<file path="src/rtl/mc_controller.sv">
// Multicycle MIPS control unit: Moore sequencing FSM plus ALU decoder.
// Drives every datapath mux select and write enable from op, funct and zero.
//
// state   | meaning
// FETCH   | read instruction at PC into IR, PC <= PC + 4
// DECODE  | read registers, precompute branch target into ALUOut
// MEMADR  | compute load/store address
// MEMRD   | read data memory at ALUOut
// MEMWB   | write loaded data to rt
// MEMWR   | write B to data memory at ALUOut
// EXECUTE | R-type ALU operation
// ALUWB   | write ALUOut to rd
// BEQ     | compare, take branch when zero
// ADDIEX  | add sign-extended immediate
// ADDIWB  | write ALUOut to rt
// JUMP    | load jump target into PC
// BNE     | compare, take branch when not zero
module mc_controller #(
  parameter bit SUPPORT_BNE = 1'b1
) (
  input  logic       clk,
  input  logic       reset,
  input  logic [5:0] op,
  input  logic [5:0] funct,
  input  logic       zero,
  output logic       pcen,
  output logic       irwrite,
  output logic       regwrite,
  output logic       memwrite,
  output logic       iord,
  output logic       regdst,
  output logic       memtoreg,
  output logic       alusrca,
  output logic [1:0] alusrcb,
  output logic [1:0] pcsrc,
  output logic [2:0] alucontrol,
  output logic       illegal,
  output logic [3:0] state
);

  typedef enum logic [3:0] {
    S_FETCH   = 4'd0,
    S_DECODE  = 4'd1,
    S_MEMADR  = 4'd2,
    S_MEMRD   = 4'd3,
    S_MEMWB   = 4'd4,
    S_MEMWR   = 4'd5,
    S_EXECUTE = 4'd6,
    S_ALUWB   = 4'd7,
    S_BEQ     = 4'd8,
    S_ADDIEX  = 4'd9,
    S_ADDIWB  = 4'd10,
    S_JUMP    = 4'd11,
    S_BNE     = 4'd12
  } state_t;

  localparam logic [5:0] OP_RTYPE = 6'b000000;
  localparam logic [5:0] OP_LW    = 6'b100011;
  localparam logic [5:0] OP_SW    = 6'b101011;
  localparam logic [5:0] OP_BEQ   = 6'b000100;
  localparam logic [5:0] OP_BNE   = 6'b000101;
  localparam logic [5:0] OP_ADDI  = 6'b001000;
  localparam logic [5:0] OP_J     = 6'b000010;

  state_t     cur_state;
  state_t     nxt_state;

  logic       pcwrite;
  logic       branch;
  logic       branch_ne;
  logic       irwrite_c;
  logic       regwrite_c;
  logic       memwrite_c;
  logic [1:0] aluop;
  logic       op_bad;
  logic       ctl_valid;
  logic [2:0] alu_dec;
  logic       funct_bad;
  logic       branch_taken;

  always_ff @(posedge clk or negedge reset) begin
    if (!reset) cur_state <= S_FETCH;
    else        cur_state <= nxt_state;
  end

  always_comb begin
    nxt_state  = S_FETCH;
    pcwrite    = 1'b0;
    branch     = 1'b0;
    branch_ne  = 1'b0;
    irwrite_c  = 1'b0;
    regwrite_c = 1'b0;
    memwrite_c = 1'b0;
    iord       = 1'b0;
    regdst     = 1'b0;
    memtoreg   = 1'b0;
    alusrca    = 1'b0;
    alusrcb    = 2'b00;
    pcsrc      = 2'b00;
    aluop      = 2'b00;
    op_bad     = 1'b0;
    ctl_valid  = 1'b1;
    case (cur_state)
      S_FETCH: begin
        alusrcb   = 2'b01;
        irwrite_c = 1'b1;
        pcwrite   = 1'b1;
        nxt_state = S_DECODE;
      end
      S_DECODE: begin
        alusrcb = 2'b11;
        case (op)
          OP_LW, OP_SW: nxt_state = S_MEMADR;
          OP_RTYPE:     nxt_state = S_EXECUTE;
          OP_BEQ:       nxt_state = S_BEQ;
          OP_ADDI:      nxt_state = S_ADDIEX;
          OP_J:         nxt_state = S_JUMP;
          OP_BNE: begin
            if (SUPPORT_BNE) nxt_state = S_BNE;
            else             op_bad    = 1'b1;
          end
          default:      op_bad = 1'b1;
        endcase
      end
      S_MEMADR: begin
        alusrca = 1'b1;
        alusrcb = 2'b10;
        // op is held in IR; anything but lw/sw here cannot occur, so fall back to FETCH
        if (op == OP_LW)      nxt_state = S_MEMRD;
        else if (op == OP_SW) nxt_state = S_MEMWR;
      end
      S_MEMRD: begin
        iord      = 1'b1;
        nxt_state = S_MEMWB;
      end
      S_MEMWB: begin
        memtoreg   = 1'b1;
        regwrite_c = 1'b1;
      end
      S_MEMWR: begin
        iord       = 1'b1;
        memwrite_c = 1'b1;
      end
      S_EXECUTE: begin
        alusrca   = 1'b1;
        aluop     = 2'b10;
        nxt_state = S_ALUWB;
      end
      S_ALUWB: begin
        regdst     = 1'b1;
        regwrite_c = 1'b1;
      end
      S_BEQ: begin
        alusrca = 1'b1;
        aluop   = 2'b01;
        pcsrc   = 2'b01;
        branch  = 1'b1;
      end
      S_BNE: begin
        alusrca   = 1'b1;
        aluop     = 2'b01;
        pcsrc     = 2'b01;
        branch    = 1'b1;
        branch_ne = 1'b1;
      end
      S_ADDIEX: begin
        alusrca   = 1'b1;
        alusrcb   = 2'b10;
        nxt_state = S_ADDIWB;
      end
      S_ADDIWB: regwrite_c = 1'b1;
      S_JUMP: begin
        pcsrc   = 2'b10;
        pcwrite = 1'b1;
      end
      default: ctl_valid = 1'b0;
    endcase
  end

  always_comb begin
    alu_dec   = 3'b010;
    funct_bad = 1'b0;
    case (aluop)
      2'b00: alu_dec = 3'b010;
      2'b01: alu_dec = 3'b110;
      default: begin
        case (funct)
          6'b100000: alu_dec = 3'b010;
          6'b100010: alu_dec = 3'b110;
          6'b100100: alu_dec = 3'b000;
          6'b100101: alu_dec = 3'b001;
          6'b101010: alu_dec = 3'b111;
          default: begin
            alu_dec   = 3'b010;
            funct_bad = 1'b1;
          end
        endcase
      end
    endcase
  end

  assign branch_taken = branch & (branch_ne ? ~zero : zero);

  // Write enables and illegal are gated by reset so an aborted instruction commits nothing.
  assign pcen       = reset & (pcwrite | branch_taken);
  assign irwrite    = reset & irwrite_c;
  assign regwrite   = reset & regwrite_c;
  assign memwrite   = reset & memwrite_c;
  assign illegal    = reset & (op_bad | ((cur_state == S_EXECUTE) & funct_bad));
  assign alucontrol = ctl_valid ? alu_dec : 3'b000;
  assign state      = cur_state;

endmodule

</file>
<file path="config.mk">
export PLATFORM = sky130hd
export DESIGN_NAME = mc_controller
export DESIGN_NICKNAME = d
export VERILOG_FILES = /design/src/rtl/mc_controller.sv
export SDC_FILE = /design/constraint.sdc
export NUM_CORES = 1
export LEC_CHECK = 0
export ABC_AREA = 0
export CORE_ASPECT_RATIO = 0.7
export CORE_UTILIZATION = 29
export CTS_BUF_LIST = sky130_fd_sc_hd__clkbuf_4 sky130_fd_sc_hd__clkbuf_8 sky130_fd_sc_hd__clkbuf_16
export DETAILED_ROUTE_END_ITERATION = 12
export PLACE_DENSITY_LB_ADDON = 0.05
export SLEW_MARGIN = 20
export SYNTH_ARGS = -nofsm -noshare
export SYNTH_HDL_FRONTEND = slang
export SYNTH_SLANG_ARGS = --single-unit
</file>
<file path="constraint.sdc">
create_clock -name clk -period 1.3 [get_ports clk]
set_clock_uncertainty 0.15 [all_clocks]
set_input_delay 0.26 -clock clk [delete_from_list [all_inputs] [get_ports clk]]
set_output_delay 0.26 -clock clk [all_outputs]
set_load 0.05 [all_outputs]
</file>
==> results.py, run 1 <==
metrics = {
    "cts": {
        "cts.sinks": 4,
        "holdBufCountCts": 0,
        "numCtsBuffers": 3,
        "cts_max_path_buffers": 2,
        "cts_root_buf": "clkbuf_4",
        "htreeDepth": 1,
        "ctsResizeCount": 67,
        "post_cts_buffers": 12,
    },
    "synthesis": {
        "async_flop_share_pct": 100,
        "synth_area_um2": 627,
        "ys_types": 38,
        "ys_seq_area_share_pct": 16.0,
        "synth_edf_count": 0,
        "synth_nets": 102,
        "yosysWarnings": 0,
        "syn_area_per_cell_um2": 7.21,
        "synth_flop_cell": "dfrtp_1",
        "ys_seq_elements": 4,
        "synth_cells": 87,
    },
    "floorplanning": {
        "num_rows": 13,
        "initial_core_util_pct": 32.4,
        "die_h_um": 40.9,
        "ios": 35,
        "die_width_um": 57.6,
    },
    "place": {
        "hpwlAfterDp_mm": 2.09,
        "placedCellCount": 174,
        "place_ws_ps": -948,
        "io_buffers": 34,
        "gp_congestion": 0.879,
    },
    "status": {
        "stop_error": "[ERROR DPL-0033] detailed placement checks failed during check placement.",
        "stop_stage": "4_1_cts",
        "outcome": "did not finish",
    },
}
## synthesized netlist by cell type, types with 2 or more instances
| cell type | n | area (µm²) |
|---|---|---|
| inv_1 | 3 | 11.3 |
| nand3_1 | 2 | 10.0 |
| nand2_1 | 3 | 11.3 |
| a21o_1 | 3 | 22.5 |
| xnor2_1 | 2 | 17.5 |
| nor2b_1 | 5 | 31.3 |
| o21ai_0 | 3 | 15.0 |
| a31oi_1 | 3 | 18.8 |
| nand2b_1 | 4 | 25.0 |
| a21oi_1 | 6 | 30.0 |
| o31ai_1 | 2 | 15.0 |
| buf_2 | 2 | 10.0 |
| o221ai_1 | 2 | 17.5 |
| dfrtp_1 | 4 | 100 |
| nor2_1 | 11 | 41.3 |
| nor4b_1 | 2 | 17.5 |
| nor3_1 | 7 | 35.0 |
| nor3b_1 | 3 | 22.5 |
## cell families after synthesis
group | synth area share (%)
compound gates | 25.1
xor+xnor | 4.19
buf+inv | 8.58
flops | 16.0
mux | 3.39
simple gates | 42.7
## through the flow
step	setup TNS, ps	area (µm²)	hold slack, ps
after detailed placement	-8790	1590	533
after global placement	-8300	1590	530
after floorplan	-8880	840	-186
==> run 2, diff against run 1 <==
- CORE_AREA: not set -> 2 2 63 65
- CORE_ASPECT_RATIO: 0.7 -> not set
- CORE_UTILIZATION: 29 -> not set
- CTS_BUF_LIST: sky130_fd_sc_hd__clkbuf_4 sky130_fd_sc_hd__clkbuf_8 sky130_fd_sc_hd__clkbuf_16 -> not set
- DIE_AREA: not set -> 0 0 65 67
- PLACE_DENSITY_LB_ADDON: 0.05 -> 0.15
- clock period: 1.3 -> 1.7 ns (I/O delays scaled with it)
==> results.py, run 2 <==
metrics = {
    "route": {
        "dr_total_vias": 931,
        "wl_per_cell_um": 11.6,
        "routed_via_density": 4.37,
        "ant_nets": 0,
        "drc": 0,
        "routed_wl_mm": 2.48,
        "drtIter0Drc": 21,
        "dr.pass1.iters": 4,
    },
    "timing": {
        "post-route-min-period_ps": 2030,
        "fmax_mhz": 493,
        "setup_tns_ps": -2960,
        "finalSetupViolCount": 17,
        "fin_crit_sh_pct": 119,
        "rsz0062_at_grt": "true",
        "drv_slew": 0,
        "setup_slack_ps": -327,
        "hold_slack_ps": 51.4,
        "hold_violations": 0,
        "worstMarginPinSlew_ps": 296,
        "max_slew_margin_pct": 80.2,
    },
    "grt": {
        "antenna_found_initial": 0,
        "gr-total-overflow": 0,
        "grt_pass1_vias": 1004,
        "gr-usage-all-layers_pct": 12.9,
        "grt_max_degree": 8,
        "grt_pass1_wl_mm": 4.47,
    },
    "critical_path": {
        "r2r-end": "state[1]$_DFF_PN0_",
        "crit_fanout": 7,
        "regToRegSetupSlack_ps": 230,
        "worstPathArrival_ps": 1540,
        "crit_type": "reg -> out",
        "critPathMaxStageDelay_ps": 440,
        "endpoint_kind": "primary output",
        "crit_start": "state[0]$_DFF_PN0_",
        "start_kind": "register",
        "crit_chain": "and4bb_2 > o31a_1 > nor2_2 > a21oi_4 > buf_6",
        "r2r-start": "state[0]$_DFF_PN0_",
        "slowest_stage": "dfrtp_2",
        "r2r_cells": 4,
        "worst_ep_required_time_ps": 1210,
    },
    "cts": {
        "cts.sinks": 4,
        "holdBufCountCts": 0,
        "clkLatencyLatePin_ps": 210,
        "cts_tree": "done",
        "htreeDepth": 1,
        "cts_root_buf": "clkbuf_8",
        "cts_max_path_buffers": 2,
        "clk_pin_slew_ps": 30,
        "numCtsBuffers": 3,
    },
    "place": {
        "place_ws_ps": -710,
        "io_buffers": 34,
        "gp_congestion": 0.787,
        "hpwlAfterDp_mm": 2.11,
        "placedCellCount": 202,
    },
    "status": {
        "outcome": "finished, violations left",
        "violations": "negative setup slack",
    },
    "final_layout": {
        "nNetsFinal": 182,
        "largest_reg_flops": 4,
        "diodes": 0,
        "fillers": 342,
        "layout_commonest_cell": "buf_4",
        "area_growth_pct": 204,
        "final_cell_count_no_fill": 213,
        "drive_gt1_share_pct": 69.7,
        "mostFrequentLayoutCells": "buf_4, buf_6, buf_12",
    },
    "power_and_ir_drop": {
        "powerDensity_nw_per_um2": 1130,
        "finalPower_w": 0.00215,
        "clkPwrFrac_pct": 9.0,
        "vdd.ir_drop.worst_mv": 0.445,
        "p_leak_nw": 0.780,
        "power.switching_w": 0.000970,
        "pwr-share-seq_pct": 7.9,
        "p_comb_share_pct": 83.0,
        "switching_share_pct": 45.1,
        "p_int_w": 0.00118,
    },
    "synthesis": {
        "synthTopCellsByCount": "nor2_1, nor3_1, a21oi_1",
        "syn_area_per_cell_um2": 7.21,
        "synthXorXnorAreaFrac_pct": 4.19,
        "synth_area_um2": 627,
        "synth_flop_cell": "dfrtp_1",
        "synth-compound-area-share_pct": 25.1,
        "muxShareOfSynthArea_pct": 3.39,
        "synth_adder_area_share_pct": 0,
        "ys_seq_elements": 4,
        "ys_top_cells_by_area": "dfrtp_1, nor2_1, nor3_1, nor2b_1, a21oi_1",
        "ys_seq_area_share_pct": 16.0,
        "synth_edf_count": 0,
        "synth_cells": 87,
        "ys_types": 38,
        "yosysWarnings": 0,
        "synth_top_area_share_pct": 16.0,
        "yosysMostFrequentCell": "nor2_1",
        "yosys.area_share.simple_pct": 42.7,
        "async_flop_share_pct": 100,
        "synth_area_leader_cell": "dfrtp_1",
        "synth_nets": 102,
        "synth_top_family_by_area": "simple AND/OR/NAND/NOR gates",
    },
    "floorplanning": {
        "die_width_um": 65,
        "die_area_um2": 4360,
        "coreArea_um2": 3610,
        "initial_core_util_pct": 17.4,
        "die_h_um": 67,
        "ios": 35,
        "num_rows": 22,
    },
    "job": {
        "maxCapViolations": 0,
    },
    "worst_hold_path": {
        "min-delay-path-class": "in -> async",
    },
}
==> run 2: how the worst max path moves through the flow <==
stage	slack, ps	cells past startpoint	endpoint
global placement	-680	6	illegal
detailed placement	-710	6	illegal
CTS	-350	5	illegal
floorplan	-400	4	regwrite
global route	-420	5	illegal
finish	-330	5	illegal
==> run 2: cells by family (layout without fill, tap and decap cells) <==
kind of cell / after synthesis / in the layout
xor+xnor: 3 / 3
mux: 2 / 2
flops: 4 / 4
buf+inv: 8 / 86
compound gates: 24 / 24
simple gates: 46 / 46
==> run 2: timing repair <==
action,CTS,global route
setup buffers,7,2
setup endpoints to repair,17,20
pin swaps,16,4
resized for setup,53,8
==> run 2: power by group through the flow <==
| stage | Sequential (W) | Combinational (W) | Clock (W) |
|---|---|---|---|
| 2_1_floorplan | 0.000253 | 0.000778 | 0 |
| 3_3_place_gp | 0.000167 | 0.00156 | 0 |
| 3_5_place_dp | 0.000169 | 0.00157 | 0 |
| 4_1_cts | 0.000170 | 0.00175 | 0.000200 |
| 5_1_grt | 0.000175 | 0.00188 | 0.000209 |
| 6_report | 0.000171 | 0.00179 | 0.000195 |
==> run 2: layout make-up <==
type	count	area (µm²)	area share (%)
clock buffer	3	41.3	2.17
inverter	3	11.3	0.591
multi-input combinational	75	761	39.9
sequential	4	108	5.64
tap	48	60.1	3.15
timing repair buffer	80	926	48.6
==> run 2: critical path, delay by kind of cell, from the launching register on <==
family / cells / cell delay [ps]
flip-flops: 1 / 440
AO/OA/AOI/OAI: 2 / 330
buffers and inverters: 1 / 170
AND/OR/NAND/NOR: 2 / 390
==> run 2: layer usage <==
layer | share of wire, % | global-route usage (%) | vias to the layer above
met5 | 0 | 0 | -
met4 | 0 | 2.39 | 0
met3 | 3.8 | 2.36 | 0
met2 | 55 | 25.3 | 21
met1 | 41 | 14.5 | 430
li1 | - | - | 480
==> run 2: through the flow <==
step           cell area, µm²  utilization, %
6_report                 1910            52.9
5_1_grt                  1910            52.9
4_1_cts                  1870            51.9
3_5_place_dp             1640            45.4
2_1_floorplan             840               -
3_3_place_gp             1640            45.4
No activity file was read; power rests on OpenSTA's default activity.
==> variant 1, RTL diff (flow settings as in run 2) <==
Register the output `alusrca`, with the module's reset; this adds one clock of latency there. The other outputs are not delayed to match.
--- a/src/rtl/mc_controller.sv
+++ b/src/rtl/mc_controller.sv
@@ -62,6 +62,8 @@
   localparam logic [5:0] OP_ADDI  = 6'b001000;
   localparam logic [5:0] OP_J     = 6'b000010;
 
+  logic alusrca_d;
+
   state_t     cur_state;
   state_t     nxt_state;
 
@@ -94,7 +96,7 @@
     iord       = 1'b0;
     regdst     = 1'b0;
     memtoreg   = 1'b0;
-    alusrca    = 1'b0;
+    alusrca_d  = 1'b0;
     alusrcb    = 2'b00;
     pcsrc      = 2'b00;
     aluop      = 2'b00;
@@ -123,7 +125,7 @@
         endcase
       end
       S_MEMADR: begin
-        alusrca = 1'b1;
+        alusrca_d = 1'b1;
         alusrcb = 2'b10;
         // op is held in IR; anything but lw/sw here cannot occur, so fall back to FETCH
         if (op == OP_LW)      nxt_state = S_MEMRD;
@@ -142,7 +144,7 @@
         memwrite_c = 1'b1;
       end
       S_EXECUTE: begin
-        alusrca   = 1'b1;
+        alusrca_d = 1'b1;
         aluop     = 2'b10;
         nxt_state = S_ALUWB;
       end
@@ -151,20 +153,20 @@
         regwrite_c = 1'b1;
       end
       S_BEQ: begin
-        alusrca = 1'b1;
+        alusrca_d = 1'b1;
         aluop   = 2'b01;
         pcsrc   = 2'b01;
         branch  = 1'b1;
       end
       S_BNE: begin
-        alusrca   = 1'b1;
+        alusrca_d = 1'b1;
         aluop     = 2'b01;
         pcsrc     = 2'b01;
         branch    = 1'b1;
         branch_ne = 1'b1;
       end
       S_ADDIEX: begin
-        alusrca   = 1'b1;
+        alusrca_d = 1'b1;
         alusrcb   = 2'b10;
         nxt_state = S_ADDIWB;
       end
@@ -210,5 +212,13 @@
   assign alucontrol = ctl_valid ? alu_dec : 3'b000;
   assign state      = cur_state;
 
+  always_ff @(posedge clk or negedge reset) begin
+    if (!reset) begin
+      alusrca <= '0;
+    end else begin
+      alusrca <= alusrca_d;
+    end
+  end
+
 endmodule
 
Function: changed (a bounded check fails within 4 cycles, from zero or initial values and one cycle with reset low).
==> variant 1 against run 2 <==
Synthesized area rose by 7.0%. Via count rose by 10%. Clock power rose by 9%. Final area rose by 2.8%. Setup slack improved by 0.046 ns. Count of clock-buffer cells in the layout rose by 1. Sequential cell count rose by 1. Maximum frequency rose by 2.3%. First-iteration DRC count did not move. The run still ends with setup timing left. Wire length rose by 12%. Critical path depth rose by 1. Power fell by 4.6%. Highest routed layer is now met4.
==> variant 1: results (changes against run 2) <==
Status
  – Status: finished with violations (unchanged)
  – Failing checks: setup timing (unchanged)

Global routing
  – First-pass GRT wire length: 4.59 mm (was 4.47 mm)
  – GR Util met2: 26.8% (was 25.3%)
  – M1 GR Usage: 14.8% (was 14.5%)
  – Total track usage: 13.3% (was 12.9%)
  – Number of global-route vias before repair: 1,021 (was 1,004)
  – GR Util met3: 0.676% (was 2.36%)

Routing
  – Vias per cell: 4.59 (was 4.37)
  – Per-cell routed wire length: 12.4 um (was 11.6 um)

Clock network
  – Max Root-Sink Buffers: 2 (unchanged)
  – # H-tree levels: 1 (unchanged)
  – CTS buffer count: 3 (unchanged)
  – Clock latency on the worst-skew pair: 0.22 ns

Logic synthesis
  – Synth top area cells: dfrtp_1 (19%), nor3_1 (9.0%), nor2_1 (6.7%) (was dfrtp_1 (16%), nor2_1 (6.6%), nor3_1 (5.6%))
  – Most common library cells after synthesis: nor2_1 (12), nor3_1 (12), nand2_1 (8), buf_2 (7) (was nor2_1 (11), nor3_1 (7), a21oi_1 (6), nor2b_1 (5))
  – Synth Net Count: 111 (was 102)
  – Synth unique cells: 36 (was 38)
  – Post-synthesis sequential area ratio: 18.7% (was 16.0%)
  – Async S/R FF share, synth: 100% (unchanged)

STA
  – Setup slack after layout: -0.281 ns (was -0.327 ns)
  – # setup viols final: 14 (was 17)
  – Pins over their slew limit: 0 (unchanged)
  – Worst Tran Pin Value: 0.313 ns (was 0.296 ns)
  – Worst Hold Margin: 0.102 ns (was 0.0514 ns)

Placed design
  – Setup slack after placement: -0.625 ns (was -0.710 ns)
  – RePlAce Congestion: 0.802 (was 0.787)
  – Post-DP HPWL: 2.27 mm (was 2.11 mm)
  – Area post-placement: 0.00171 mm^2 (was 0.00164 mm^2)

Layout
  – Fillers: 340 (was 342)
  – Final net count: 192 (was 182)
  – Number of flip-flops in the largest register: 4 (unchanged)
  – Layout cells sized above 1: 69.3% (was 69.7%)
  – Area growth from synthesis to layout: 192% (was 204%)

Critical path
  – FF-to-FF End: state[0] (was state[1])
  – Worst r2r src: state[3] (was state[0])
  – CP max stage cell: dfrtp_4 (was dfrtp_2)
  – R2R setup slack: 0.09 ns (was 0.23 ns)
  – R2R depth: 6 (was 4)
  – Critical path peak fanout: 6 (was 7)
  – Delay of the slowest critical-path stage: 0.46 ns (was 0.44 ns)

Power and ir drop
  – P_sw: 0.000910 W (was 0.000970 W)
  – Worst VDD drop: 0.000503 V (was 0.000445 V)
  – Pleak: 0.833 nW (was 0.780 nW)
## variant 1: cell count changes in the layout (fill, tap and decap cells not counted), sizes merged, moves of 3 or more
cell	change
buf	+6
clkdlybuf4s15	-3
o211ai	+3
nor3	+4
o21ai	-4
nand2	+5
## variant 1: power by group through the flow
stage	logic (W)	clock network (W)	registers, W
3_3_place_gp	0.00149	0	0.000192
6_report	0.00165	0.000213	0.000190
3_5_place_dp	0.00150	0	0.000192
2_1_floorplan	0.000711	0	0.000275
5_1_grt	0.00174	0.000224	0.000194
4_1_cts	0.00155	0.000218	0.000194
## variant 1: critical path: cells and delay by family (launching register included)
kind | cells | cell delay, ns
buffers and inverters | 4 | 0.44
AOI/OAI and AO/OA | 1 | 0.19
and+or+nand+nor | 1 | 0.18
DFF | 1 | 0.46
## variant 1: cells by family after synthesis
group	after synthesis	synth area share, %
compound gates	25	29.5
xor+xnor	3	3.92
buf+inv	12	8.02
flops	5	18.7
mux	1	1.68
simple gates	50	38.2
## variant 1: how the worst max path moves through the flow
stage                        start       endpoint  slack (ns)  cells after the start
after global placement    funct[2]        illegal       -0.62                      6
after global routing      state[1]       memwrite       -0.34                      6
after CTS                 state[1]           pcen       -0.30                      5
final                     state[1]  alucontrol[2]       -0.28                      6
after detailed placement  funct[2]        illegal       -0.62                      6
after floorplan           state[3]        illegal       -0.50                      5
## variant 1: through the flow
stage          std cells  setup TNS [ns]
2_1_floorplan         96           -3.22
3_3_place_gp         209           -3.53
3_5_place_dp         209           -3.66
4_1_cts              217           -2.49
5_1_grt              224           -3.46
6_report             224           -2.76
## variant 1: timing repair
| action | 4_1_cts | 5_1_grt |
|---|---|---|
| hold buffers | 0 | 0 |
| pin swaps | 15 | 12 |
| hold endpoints to repair | 0 | 0 |
| resized for setup | 39 | 13 |
| cloned | 0 | 0 |
| setup buffers | 4 | 8 |
| setup endpoints to repair | 15 | 18 |
## variant 1: final cells by class
| cell class | instances | area share [%] |
|---|---|---|
| timing repair buffer | 84 | 47.3 |
| sequential | 5 | 6.77 |
| multi-input combinational | 79 | 39.7 |
| inverter | 4 | 0.894 |
| clock buffer | 4 | 2.30 |
| tap | 48 | 3.07 |
## variant 1: layer usage
metal	up-vias	routed length, um
li1	516	-
met5	-	0
met1	484	1110
met3	2	79
met4	0	15
met2	26	1580
==> variant 2, RTL diff (flow settings as in run 2) <==
Made on the original files. The parameter `SUPPORT_BNE` goes from 1'b1 to 1'b0.
--- a/src/rtl/mc_controller.sv
+++ b/src/rtl/mc_controller.sv
@@ -16,7 +16,7 @@
 // JUMP    | load jump target into PC
 // BNE     | compare, take branch when not zero
 module mc_controller #(
-  parameter bit SUPPORT_BNE = 1'b1
+  parameter bit SUPPORT_BNE = 1'b0
 ) (
   input  logic       clk,
   input  logic       reset,
Check against the original RTL: not equivalent (a bounded check fails within 4 cycles, from zero or initial values and one cycle with reset low).
==> variant 2 against run 2 <==
The run still ends with setup timing left. Sequential cell count is the same. Sequential share of layout area is 0.25 points lower. First-iteration DRC count increased by 33%. Final area grew 2.2%. Critical path depth is 1 lower. Global-route usage rose by 0.41 points. Setup slack worse by 0.027 ns. Wire length increased by 8.1%. Critical endpoint is now alucontrol[0]. Largest power group unchanged. Synthesized area rose by 11%. Power shrank 6.5%.
==> variant 2: results (changes against run 2) <==
Status
  – Status: finished with violations (unchanged)
  – Failing checks: setup timing (unchanged)

STA
  – Setup slack after layout: -0.355 ns (was -0.327 ns)
  – # setup viols final: 15 (was 17)

Routing
  – First drt pass iteration count: 3 (was 4)
  – Per-cell routed wire length: 12.7 um (was 11.6 um)
  – Vias per cell: 4.62 (was 4.37)
  – DRT iter0 DRCs: 28 (was 21)

Placed design
  – RePlAce Congestion: 0.724 (was 0.787)
  – Area post-placement: 0.00172 mm^2 (was 0.00164 mm^2)

Clock network
  – Setup Fix Bufs, Post-CTS: 3 (was 7)
  – Post-CTS sizing: 37 (was 53)

Global routing
  – Total track usage: 13.3% (was 12.9%)
  – GR Util met3: 1.18% (was 2.36%)
  – GR Util met2: 25.0% (was 25.3%)
  – M1 GR Usage: 15.9% (was 14.5%)
  – Number of global-route vias before repair: 1,017 (was 1,004)
  – Largest net degree at the start of global routing: 11 (was 8)

Critical path
  – Crit path DAT: 1.56 ns (was 1.54 ns)
  – Critical path peak fanout: 3 (was 7)

Power and ir drop
  – Combinational fraction of design power: 83.1% (was 83.0%)
  – Pleak: 0.802 nW (was 0.780 nW)
  – Worst VDD drop: 0.000653 V (was 0.000445 V)

Logic synthesis
  – Synth top area cells: dfrtp_1 (14%), nor3_1 (6.5%), buf_6 (4.9%) (was dfrtp_1 (16%), nor2_1 (6.6%), nor3_1 (5.6%))
  – XOR/XNOR Fraction of Synth Area: 5.05% (was 4.19%)
  – Post-synthesis mux area share: 1.62% (was 3.39%)
  – Synth Net Count: 106 (was 102)
  – Synth unique cells: 39 (was 38)

Layout
  – Final non-clock buffer share: 46.9% (was 48.6%)
  – Layout cells sized above 1: 69.3% (was 69.7%)
  – Multi-input gate area: 796 um^2 (was 761 um^2)
  – Plain + repair buffers: 77 (was 80)
  – Layout Utilization: 54.0% (was 52.9%)
  – Inverter count: 4 (was 3)
  – Sequential cell area: 105 um^2 (was 108 um^2)
  – Fillers: 325 (was 342)
variant 2: routing by layer:
metal  part of all wire, %  wire length, um
met5                     0                0
met4                  0.45               12
met3                   2.6               71
met2                    56             1490
met1                    41             1110
variant 2: final timing paths:
check	startpoint	end	slack [ns]	cells after the start
max	state[3]	alucontrol[0]	-0.35	4
min reg2reg	state[2]	state[2]	0.56	2
min in group clk	op[2]	state[2]	0.50	3
max in group asynchronous	reset	state[2]	1.08	2
max reg2reg	state[0]	state[2]	0.07	7
min	reset	state[1]	0.19	2
variant 2: per-stage QoR:
step | cells | hold slack [ns]
2_1_floorplan | 91 | -0.106
3_3_place_gp | 203 | 0.552
3_5_place_dp | 203 | 0.550
4_1_cts | 209 | 0.186
5_1_grt | 211 | 0.196
6_report | 211 | 0.187
variant 2: critical path, stage by stage, from the launching register on:
cell	delay, ns
dfrtp_2	0.41
and4bb_2	0.36
and3b_2	0.26
nor2b_4	0.18
buf_12	0.14
